$ cat src/rtl/ram4_bank.sv
// ram4_bank: four-word register bank with a 4-way decoded write port and a
// registered 4:1 read port (one cycle read latency).
// Optional feature: define RAM4_WRITE_THROUGH_EN to forward write data to the
// read port when load=1 on an edge. The default build is read-first.
module ram4_bank #(
    parameter int unsigned WIDTH = 16
) (
    input  logic             clk,
    input  logic             reset,
    input  logic [WIDTH-1:0] in,
    input  logic [1:0]       address,
    input  logic             load,
    output logic [WIDTH-1:0] out,
    output logic [3:0]       loadSel,
    output logic [3:0]       written
);

    logic [WIDTH-1:0] r_word [4];
    logic [WIDTH-1:0] r_out;
    logic [3:0]       r_written;
    logic [3:0]       w_load_sel;
    logic [WIDTH-1:0] w_read_data;

    // Decode load/address into one-hot per-word load enables; stays live during reset.
    always_comb begin
        w_load_sel = 4'b0000;
        if (load) begin
            unique case (address)
                2'b00:   w_load_sel = 4'b0001;
                2'b01:   w_load_sel = 4'b0010;
                2'b10:   w_load_sel = 4'b0100;
                default: w_load_sel = 4'b1000;
            endcase
        end
    end

    // Select the value captured by the read register at the next edge.
    always_comb begin
        w_read_data = r_word[address];
`ifdef RAM4_WRITE_THROUGH_EN
        // A write always targets the addressed word, so load=1 means a collision.
        if (load) begin
            w_read_data = in;
        end
`endif
    end

    // Storage words and sticky written flags; only the enabled word is updated.
    always_ff @(posedge clk or posedge reset) begin
        if (reset) begin
            for (int i = 0; i < 4; i++) begin
                r_word[i] <= '0;
            end
            r_written <= 4'b0000;
        end else begin
            for (int i = 0; i < 4; i++) begin
                if (w_load_sel[i]) begin
                    r_word[i]    <= in;
                    r_written[i] <= 1'b1;
                end
            end
        end
    end

    // Registered read port: captures the addressed word every edge.
    always_ff @(posedge clk or posedge reset) begin
        if (reset) begin
            r_out <= '0;
        end else begin
            r_out <= w_read_data;
        end
    end

    assign out     = r_out;
    assign loadSel = w_load_sel;
    assign written = r_written;

endmodule

$ cat config.mk
export PLATFORM = sky130hd
export DESIGN_NAME = ram4_bank
export DESIGN_NICKNAME = d
export VERILOG_FILES = /design/src/rtl/ram4_bank.sv
export SDC_FILE = /design/constraint.sdc
export NUM_CORES = 1
export LEC_CHECK = 0
export CAP_MARGIN = 20
export CORE_UTILIZATION = 55
export CTS_BUF_LIST = sky130_fd_sc_hd__clkbuf_4
export DETAILED_ROUTE_END_ITERATION = 16
export HOLD_SLACK_MARGIN = 0.08
export PLACE_DENSITY = 0.77
export SKIP_LAST_GASP = 1
export SYNTH_ARGS = -nofsm -noshare
export SYNTH_HDL_FRONTEND = slang
export SYNTH_SLANG_ARGS = --single-unit
export TNS_END_PERCENT = 5
$ cat constraint.sdc
create_clock -name clk -period 6.7 [get_ports clk]
set_input_delay 1.34 -clock clk [delete_from_list [all_inputs] [get_ports clk]]
set_output_delay 1.34 -clock clk [all_outputs]
set_load 0.03 [all_outputs]
==> run metrics <==
1st-iter DRT viols=97; kind of cell adding the most delay to the critical path=buffers and inverters; Setup violations, final=0; largest net degree at the start of global routing=85; cts hold-fix bufs=0; clock buffer depth=2; Hold Path Cell Cnt=1; Highest Clock Rate=~0.20 GHz; Pleak=~1.7 nW; cell mode on critical path=clkdlybuf4s50_1; per-cell routed wire length=about 18 um; Post-layout nets=257; CP startpoint=address[0]; layout cell share with drive strength beyond 1=between 40 and 50%; RR Endpoint=out[9]; sequential area share after synthesis=roughly three fifths; Worst-Skew Late Latency=0.41 ns; grt ovf=0; CTS Buf Count=9; skew final=around 0.022 ns; Starting Density=about 57%; Reg2Reg Launch Point=r_word[9]; startpoint types=input pin; Post-Syn Nets=~210; Reg clk slew, reported paths=roughly 0.12 ns; Area contributors post-synth=dfrtp_1 (62%), mux2_2 (18%), mux4_2 (11%); GRT Total Usage=20.4%; post-synth cell types=14; die width=slightly above 80 um; share of the synthesized area in the top cell type=61.5%; unrepaired setup endpoints after global routing=no; Die Ht=just over 80 um; vias in the first global route=1,870; min-delay worst type=reg2reg; Primary FF master, synth=dfrtp_1; CORE AREA=between 5000 and 6000 um2; CP bufs+invs=4; outcome=finished clean; Endpoint, Worst Hold=written[0]; Max rail drop VDD=about 0.18 mV; Cell Area, Synth=3420 um2; leading area contributor after synthesis=dfrtp_1; commonest cells in the synthesized netlist=dfrtp_1 (84), mux2_2 (56), mux4_2 (16), mux2_4 (8); minimum clock period=5.05 ns; Inserted Diodes=0; CP Max Fanout=18; Power Density=roughly 300 nW/um2; Final Max Slew Viols=0; CTS tree=done; layout filler cell count=409; Final TNS setup=0 ns; syn avg cell area=around 18 um2; Crit Path Class=in2out; Routed Antenna Nets=0; num ports=45; Syn-to-layout area delta=19.5%; first-pass iteration count of the detailed router=4; final WL=between 5 and 6 mm; Reg2Reg Depth=1; synthesized instance count=between 150 and 200; Post-synth EDFFs=0; fin util=between 60% and 70%; DR DRC count=0; Max Cap Viol=0; CP required=between 5 and 6 ns; actual slew at the worst max-slew pin=between 0.8 and 0.9 ns; total number of vias=approximately 1,800; slew margin rel.=41.6%; dpl hpwl=roughly 3.7 mm; CP Cell Sequence=clkdlybuf4s50_1 > buf_4 > nand3b_4 > inv_1 > clkdlybuf4s50_1; #FFs+latches synth=84; WP data arrival=roughly 3.7 ns; number of synthesis warnings=0; buffer count from post-CTS setup fixing=0; hold_sp=written[0]; CTS root buf=clkbuf_4; most common cell in the netlist=dfrtp_1; Tcrit/Tclk final=around three quarters; die area=about 6500 um2; CP peak stage delay=between 0.9 and 1 ns; gp weighted congestion=roughly 0.66; Post-synth ARST share=100%; post_cts resized=0; I/O Buffers=between 40 and 50; slowest CP cell=clkdlybuf4s50_1; first-pass GRT wire length=~9.5 mm; count of final hold-check violations=0; htree depth=3; Crit. End Element=primary output; vias per cell=around 5.6; Num Clock Sinks=84; initial antenna violation count=0; r2r setup slk=about 5.7 ns; row count=28
[layer usage]
| layer | GRT usage [%] | share of wire (%) | vias to the layer above |
|---|---|---|---|
| met5 | 0 | 0 | - |
| met4 | 9.11 | 0.90 | 0 |
| met3 | 4.94 | 4.2 | 5 |
| met2 | 31.8 | 49 | 43 |
| met1 | 27.3 | 46 | 935 |
| li1 | - | - | 775 |
[worst max path at each step]
| stage | end | cells after the start |
|---|---|---|
| final | loadSel[1] | 5 |
| after CTS | loadSel[3] | 5 |
| after global routing | loadSel[3] | 5 |
| after detailed placement | loadSel[3] | 4 |
| after global placement | loadSel[3] | 5 |
| after floorplan | out[0] | 1 |
[cells by family after synthesis]
kind of cell           count (synthesis)  share of synthesized area (%)
and+or+nand+nor                        8                           2.78
muxes                                 80                           32.5
DFF                                   84                           61.5
buffers and inverters                 13                           3.15
[cell type report]
cell class | instances | area, um2 | area share [%]
flip-flops and latches | 84 | 2100 | 51.5
multi-input cells | 88 | 1210 | 29.7
repair buffers | 49 | 498 | 12.2
well taps | 75 | 93.8 | 2.30
clock buffers | 11 | 82.6 | 2.02
clock inverters | 5 | 76.3 | 1.87
inverters | 4 | 16.3 | 0.399
[report_power, final]
group	internal, mW	switching, mW	total, mW
registers	0.602	0.0429	0.645
clock network	0.158	0.160	0.318
logic	0.151	0.114	0.265
total	0.911	0.317	1.23
[through the flow]
| step | instance area (um2) | power, mW | setup slack, ns | cells | hold WS [ns] |
|---|---|---|---|---|---|
| global route | 4080 | 1.29 | 1.56 | 316 | 0.512 |
| CTS | 4050 | 1.24 | 1.63 | 315 | 0.492 |
| detailed placement | 3890 | 0.922 | 1.64 | 299 | 0.461 |
| finish | 4080 | 1.23 | 1.65 | 316 | 0.482 |
| floorplan | 3420 | 0.824 | 3.19 | 185 | 0.474 |
| global placement | 3890 | 0.910 | 1.70 | 299 | 0.456 |
[state kept, by name (all words and copies together), names as in the netlist]
register and flops:
out 16, r_word 64, written 4
[cells in the final DEF (no fill, tap or decap), drive strengths merged]
cell type and count:
clkdlybuf4s50 44, nand3 1, clkinvlp 1, mux2 64
nand2b 3, inv 3, clkbuf 11, mux4 16
clkinv 3, or2 1, nor3b 1, bufinv 2
buf 5, nand3b 2, dfrtp 84
Power figures use the tool's default switching activity.
